--- config.mk ---
export PLATFORM = sky130hd
export DESIGN_NAME = fpu_result_queue
export DESIGN_NICKNAME = d
export VERILOG_FILES = /design/src/rtl/fpu_pkg.sv /design/src/rtl/fpu_classify.sv /design/src/rtl/fpu_result_queue.sv
export SDC_FILE = /design/constraint.sdc
export NUM_CORES = 1
export LEC_CHECK = 0
export CELL_PAD_IN_SITES_DETAIL_PLACEMENT = 1
export CELL_PAD_IN_SITES_GLOBAL_PLACEMENT = 2
export CORE_ASPECT_RATIO = 0.9
export CORE_UTILIZATION = 41
export CTS_CLUSTER_DIAMETER = 40
export DETAILED_ROUTE_END_ITERATION = 7
export GPL_TIMING_DRIVEN = 1
export PLACE_DENSITY = 0.89
export SYNTH_ARGS = -nofsm -noshare
export SYNTH_HDL_FRONTEND = slang
export SYNTH_SLANG_ARGS = --single-unit
--- constraint.sdc ---
create_clock -name clk -period 4.6 [get_ports clk]
set_clock_uncertainty 0.05 [all_clocks]
set_input_delay 0.46 -clock clk [delete_from_list [all_inputs] [get_ports clk]]
set_output_delay 0.46 -clock clk [all_outputs]
set_load 0.05 [all_outputs]
--- src/rtl/fpu_pkg.sv ---
// Shared FPU definitions: IEEE-754 single field widths, result class codes
// and the queue entry layout.
package fpu_pkg;

  localparam int EXP_W  = 8;
  localparam int FRAC_W = 23;
  localparam logic [31:0] F32_QNAN = 32'h7FC0_0000;

  typedef enum logic [2:0] {
    FC_ZERO = 3'd0,
    FC_SUB  = 3'd1,
    FC_NORM = 3'd2,
    FC_INF  = 3'd3,
    FC_QNAN = 3'd4,
    FC_SNAN = 3'd5
  } fp_class_e;

  // 35-bit stored entry: result word plus its class
  typedef struct packed {
    logic [31:0] bits;
    fp_class_e   cls;
  } entry_t;

endpackage

--- src/rtl/fpu_classify.sv ---
// Combinational IEEE-754 single classifier; sign does not affect the class.
module fpu_classify
  import fpu_pkg::*;
(
  input  logic [31:0] bits,
  output fp_class_e   cls
);

  logic [31:0]       mag;
  logic [EXP_W-1:0]  exp_f;
  logic [FRAC_W-1:0] frac_f;

  assign mag    = bits & 32'h7FFF_FFFF;
  assign exp_f  = mag[30:23];
  assign frac_f = mag[22:0];

  always_comb begin
    cls = FC_NORM;
    if (mag == '0)
      cls = FC_ZERO;
    else if (exp_f == '0)
      cls = FC_SUB;
    else if (exp_f == '1) begin
      if (frac_f == '0)               cls = FC_INF;
      else if (frac_f[FRAC_W-1])      cls = FC_QNAN;
      else                            cls = FC_SNAN;
    end
  end

endmodule

--- src/rtl/fpu_result_queue.sv ---
// Result FIFO between the FPU and its consumer; tags each result with its
// class on entry and keeps saturating totals of accepted and NaN results.
module fpu_result_queue
  import fpu_pkg::*;
#(
  parameter int DEPTH = 4,
  parameter int CNT_W = 16
) (
  input  logic                     clk,
  input  logic                     reset,
  input  logic                     in_val,
  input  logic [31:0]              in_bits,
  output logic                     in_rdy,
  output logic                     out_val,
  output logic [31:0]              out_bits,
  output logic [2:0]               out_class,
  input  logic                     out_rdy,
  output logic [$clog2(DEPTH):0]   count,
  input  logic                     clr_stats,
  output logic [CNT_W-1:0]         total_cnt,
  output logic [CNT_W-1:0]         nan_cnt
);

  localparam int PW = $clog2(DEPTH);
  localparam logic [PW:0] FULL = (PW+1)'(DEPTH);

  entry_t [DEPTH-1:0] mem;
  entry_t             head;
  logic [PW-1:0]      wr_ptr, rd_ptr;
  logic               rst_done, push, pop, is_nan;
  fp_class_e          in_class;

  fpu_classify u_classify (.bits(in_bits), .cls(in_class));

  // rst_done holds in_rdy low until the first edge after reset is released
  assign in_rdy  = rst_done & reset & (count < FULL);
  assign out_val = (count != '0);
  assign push    = in_val & in_rdy;
  assign pop     = out_val & out_rdy;
  assign is_nan  = (in_class == FC_QNAN) || (in_class == FC_SNAN);

  assign head      = mem[rd_ptr];
  assign out_bits  = out_val ? head.bits : '0;
  assign out_class = out_val ? head.cls  : '0;

  always_ff @(posedge clk) begin
    if (!reset) begin
      rst_done <= 1'b0;
      count    <= '0;
      wr_ptr   <= '0;
      rd_ptr   <= '0;
    end else begin
      rst_done <= 1'b1;
      if (push) wr_ptr <= wr_ptr + 1'b1;
      if (pop)  rd_ptr <= rd_ptr + 1'b1;
      case ({push, pop})
        2'b10:   count <= count + 1'b1;
        2'b01:   count <= count - 1'b1;
        default: count <= count;
      endcase
    end
  end

  always_ff @(posedge clk) begin
    if (push) mem[wr_ptr] <= '{bits: in_bits, cls: in_class};
  end

  // clear wins over a same-edge increment
  always_ff @(posedge clk) begin
    if (!reset || clr_stats) begin
      total_cnt <= '0;
      nan_cnt   <= '0;
    end else if (push) begin
      if (total_cnt != '1)          total_cnt <= total_cnt + 1'b1;
      if (is_nan && nan_cnt != '1)  nan_cnt   <= nan_cnt + 1'b1;
    end
  end

endmodule

After elaboration in Yosys (flattened, before gate mapping). Cells that the tools add are included.

Bits in latches: 0. Memories kept: 0. Word-level logic and storage cells: 61. Bits in read-only memories: 0. Bits in registers: 180. Output and inout bits: 72. Input bits: 37. RAM bits: 0.

Multipliers: 0. Reductions and logical operators: 12. Add/subtract/negate cells: 6. Div/mod/pow operators: 0. Bitwise logic cells: 4. Equality and inequality tests: 7. Magnitude comparators: 4. Shifts and indexed selects: 0. Muxes and demuxes: 14.

Operators with widths (number): 140-bit bitwise mux (1); 35-bit binary-select mux with 2-bit select (1); 35-bit demux with 2-bit select (1); 35-bit two-way mux (2); 16-bit by 1-bit adder with 16-bit output (second input constant) (2); 32-bit logical NOT (1); 32-bit two-way mux (1); 16-bit != test (second input constant) (2); 23-bit logical NOT (1); 3-bit two-way mux (5); 8-bit == test (second input constant) (1); 8-bit logical NOT (1); 3-bit == test (second input constant) (2); 2-bit by 3-bit < comparator with 1-bit output (second input constant) (2); 3-bit one-hot mux with 2 select lines (1); 2-bit by 1-bit adder with 2-bit output (second input constant) (2); 1-bit bitwise AND (4); 2-bit AND reduction (2); 3-bit by 1-bit adder with 3-bit output (second input constant) (1); 3-bit < comparator (second input constant) (1); 3-bit nonzero test (1); 3-bit by 1-bit subtractor with 3-bit output (second input constant) (1); 2-bit by 1-bit == test with 1-bit output (second input constant) (1); 2-bit == test (second input constant) (1); other kinds (6) (9).

Depth between registers and ports, before layout.
Depth after elaboration: 9. Mapped depth: 9. Gate-level depth less buffers: 8.

Cells and area by module. A second synthesis with hierarchy kept.

Cells, all modules: 492. Area, all modules: 7616.1 µm².

By module, submodules not included: fpu_result_queue (times used 1, area an instance 7482.2 µm², cells an instance 475); fpu_classify (times used 1, area an instance 133.9 µm², cells an instance 17).

Worst setup path before layout. Ideal clock, no wire load.

Path type: register to output. From: reg count[2]. To: out out_bits[24]. Cell stages (with the launch flop): 5. Data required time: 4090 ps. Arrival time: 2162 ps. Path slack: 1928 ps. Cell sequence: dfxtp_1 -> or3_1 -> clkbuf_1 -> clkbuf_1 -> and2_1.

Cells in the longest elaborated chain, start to end: 2.

Ends and longest elaborated chain: from (decl) (line fpu_result_queue.sv:18) `output logic [$clog2(DEPTH):0] count,`; from (signal assigned) (line fpu_result_queue.sv:57) `2'b10: count <= count + 1'b1;`; from (signal assigned) (line fpu_result_queue.sv:58) `2'b01: count <= count - 1'b1;`; from (signal assigned) (line fpu_result_queue.sv:59) `default: count <= count;`; 3-bit nonzero test (line fpu_result_queue.sv:37) `assign out_val = (count != '0);`; via out_val (line fpu_result_queue.sv:14) `output logic out_val,`; 32-bit two-way mux (line fpu_result_queue.sv:43) `assign out_bits = out_val ? head.bits : '0;`; to (decl) (line fpu_result_queue.sv:15) `output logic [31:0] out_bits,`.

The timed path passes the listed nets, and every way through them passes these cells.

Worst setup path in the final report.
From: reg rd_ptr[0]. To: out out_class[2].

Cells in the longest elaborated chain, start to end: 3.

Ends and longest elaborated chain: from (decl) (line fpu_result_queue.sv:29) `logic [PW-1:0] wr_ptr, rd_ptr;`; from (signal assigned) (line fpu_result_queue.sv:55) `if (pop) rd_ptr <= rd_ptr + 1'b1;`; 35-bit binary-select mux with 2-bit select (line fpu_result_queue.sv:42) `assign head = mem[rd_ptr];`; 35-bit two-way mux (implied by the code) (line fpu_result_queue.sv:42); 3-bit two-way mux (line fpu_result_queue.sv:44) `assign out_class = out_val ? head.cls : '0;`; to (decl) (line fpu_result_queue.sv:16) `output logic [2:0] out_class,`.

No other way between the ends. The select of a mux whose other input is x is not followed.

==> flow_summary.toml <==
[hold_path]
hp-class = "register to register"
worstHoldStart = "wr_ptr[0]$_SDFFE_PN0P_"

[power]
p_clk_share_pct = 30.7
p_leak_nw = 2.88
p_comb_share_pct = 29.7
seqPwrFrac_pct = 39.6
p_int_w = 0.00311
ir_drop_mv = 0.259
swShare_pct = 32.8
p_per_area_nw_per_um2 = 499
switchingPower_w = 0.00152

[drt]
routed_wl_um = 16900
drt_iter0_drc = 240
dr.pass1.iters = 5
ant_nets = 0
viasPerCell = 5.36
drc = 0
dr_total_vias = 4493
post_drt_wl_per_cell_um = 20.2

[grt]
track_usage_pct = 19.4
grt_max_degree = 37
grt_pass1_vias = 4801
grt_pass1_wl_um = 26300
grt_antenna_before_repair = 0
gr-total-overflow = 0

[clock_tree]
clock_path_buffers = 2
clkSlewWorstSetupHoldPaths_ps = 70
cts_sinks = 180
post_cts_buffers = 0
numCtsBuffers = 17
cts_resized = 0
h-tree-depth = 4
cts_root_buf = "clkbuf_16"
cts_tree = "done"
clk_latency_ps = 420
ctsHoldBuffers = 0

[setup_path]
r2r_slack_ps = 1680
crit_arrival_ps = 2900
startpoint = "rd_ptr[0]$_SDFFE_PN0P_"
cp-endpoint = "out_class[2]"
critPathKind = "register to output pin"
cp-end-kind = "output pin"
worstPathMaxFanout = 22
r2r-start = "count[2]$_SDFFE_PN0P_"
rr_endpoint = "count[2]$_SDFFE_PN0P_"
r2r_cells = 9
cp-start-kind = "register"
required_ps = 4090
cpMaxStageDelayCell = "dfxtp_2"
path_cells = "buf_12 -> mux4_2 -> and2_1 -> clkdlybuf4s50_1"
crit_path_max_incr_delay_ps = 710

[sta]
slew_violations = 0
fin_setup_tns_ps = 0
slew_headroom_pct = 15.8
grt_setup_unrepaired = "false"
period_minus_slack_ps = 3410
finalHoldViolations = 0
tightest_slew_ps = 1260
setup_viol = 0
fin_crit_sh_pct = 74.1
fmax_mhz = 294

[yosys]
yosys-top-cells-count = "edfxtp_1, and2_1, dfxtp_1"
synth_cell_types = 42
synth_cells = 479
async_flop_share_pct = 0
synth_top_area_cell = "edfxtp_1"
yosys_warnings = 0
synth_nets = 524
yosys_most_used_dff = "edfxtp_1"
syn-cell-area_sq_um = 7390
yosysMostFrequentCell = "edfxtp_1"
syn_avg_cell_area_sq_um = 15.4
yosys-top-cells-area = "edfxtp_1, dfxtp_1, mux4_2"
synth_edf_count = 140
ys_ff_latch = 180
seq_area_frac_synth_pct = 67.7
netlist.area_leader.share_pct = 56.9

[placed_design]
dpl.hpwl_um = 11200
gp_congestion = 0.790
dp_cells = 807
portBuffers = 108

[finish]
layout.nets = 631
fillers = 1726
diodes = 0
area_delta_synth_final_pct = 25.5
drive_above_1_share_pct = 13.2
stdcell_count = 839

[floorplanning]
die_h_um = 129
core_region_area_sq_um = 17600
die_x_um = 144
initial_core_util_pct = 42.0
rows = 46
die_area_sq_um = 18600
io_pins = 109

[outcome]
outcome = "complete, no violations"

[job]
cap_violations = 0
==> cell type report <==
| cell class | count | area [sq um] | share of cell area (%) |
|---|---|---|---|
| flip-flops and latches | 180 | 5010 | 54.0 |
| inverters | 8 | 30.0 | 0.324 |
| well taps | 240 | 300 | 3.24 |
| repair buffers | 110 | 1110 | 11.9 |
| multi-input cells | 269 | 2250 | 24.3 |
| clock inverters | 14 | 153 | 1.65 |
| clock buffers | 18 | 429 | 4.63 |
==> layout by cell type, fill, tap and decap left out, types with 3 or more instances in the layout <==
master	count
inv_1	7
or4_1	7
and3_1	5
edfxtp_1	140
nand4_1	9
and2_1	39
nand2_1	21
clkinv_4	3
dfxtp_1	38
and2_2	4
xnor2_1	6
a21oi_1	21
ha_1	7
nand3_1	13
a21boi_0	3
o21ai_0	16
clkbuf_16	17
inv_6	3
clkdlybuf4s50_1	108
or3_1	17
o211ai_1	3
o31ai_1	6
nor2_1	19
nor4_1	8
mux4_2	35
xor2_1	7
==> how the worst min path moves through the flow <==
stage / end / slack [ps] / depth (start not counted)
finish: wr_ptr[0]$_SDFFE_PN0P_ / 470 / 2
global route: nan_cnt[9]$_SDFFE_PP0P_ / 500 / 2
CTS: nan_cnt[9]$_SDFFE_PP0P_ / 470 / 2
detailed placement: nan_cnt[9]$_SDFFE_PP0P_ / 460 / 2
global placement: nan_cnt[13]$_SDFFE_PP0P_ / 440 / 2
floorplan: wr_ptr[0]$_SDFFE_PN0P_ / 430 / 2
==> state kept, by name, summed over array words and instances (netlist names) <==
signal,flops
mem,140
wr_ptr,2
rst_done,1
count,3
total_cnt,16
rd_ptr,2
nan_cnt,16
==> metal layers <==
metal  vias up  share of wire [%]  GRT usage [%]
met5         -                  0              0
met4         0               0.40           4.69
met3         6                5.5           5.99
met2       109                 51           33.8
met1      2312                 43           23.6
li1       2066                  -              -
==> power by group through the flow <==
stage	Sequential, W	Clock [W]	Combinational (W)
after global placement	0.00187	0	0.00137
final	0.00183	0.00142	0.00138
after global routing	0.00184	0.00151	0.00145
after floorplan	0.00185	0	0.000939
after CTS	0.00184	0.00145	0.00140
after detailed placement	0.00187	0	0.00140
==> through the flow <==
step                      hold WS, ps  worst slack, ps  cell area [sq um]  util, %  power (W)
final                             470             1190               9280     52.7    0.00463
after global routing              504             1050               9280     52.7    0.00480
after CTS                         475             1120               9280     52.7    0.00468
after detailed placement          462             1170               8700     49.4    0.00327
after global placement            436             1360               8700     49.4    0.00324
after floorplan                   425             1930               7390        -    0.00279
==> worst max-delay path, delay by kind of cell (launching register included) <==
kind / cells / cell delay (ps)
DFF: 1 / 710
buffers and inverters: 2 / 1010
muxes: 1 / 530
and+or+nand+nor: 1 / 200
==> cells by family (layout without fill, tap and decap cells) <==
group	count (synthesis)	count (layout)	share of synthesized area [%]
DFF	180	180	67.7
adders and majority gates	8	8	1.46
buffers and inverters	30	150	1.91
and+or+nand+nor	153	153	11.7
AOI/OAI and AO/OA	58	58	4.71
muxes	37	37	10.9
xor gates and xnor gates	13	13	1.54
(Power assumes the default switching activity.)
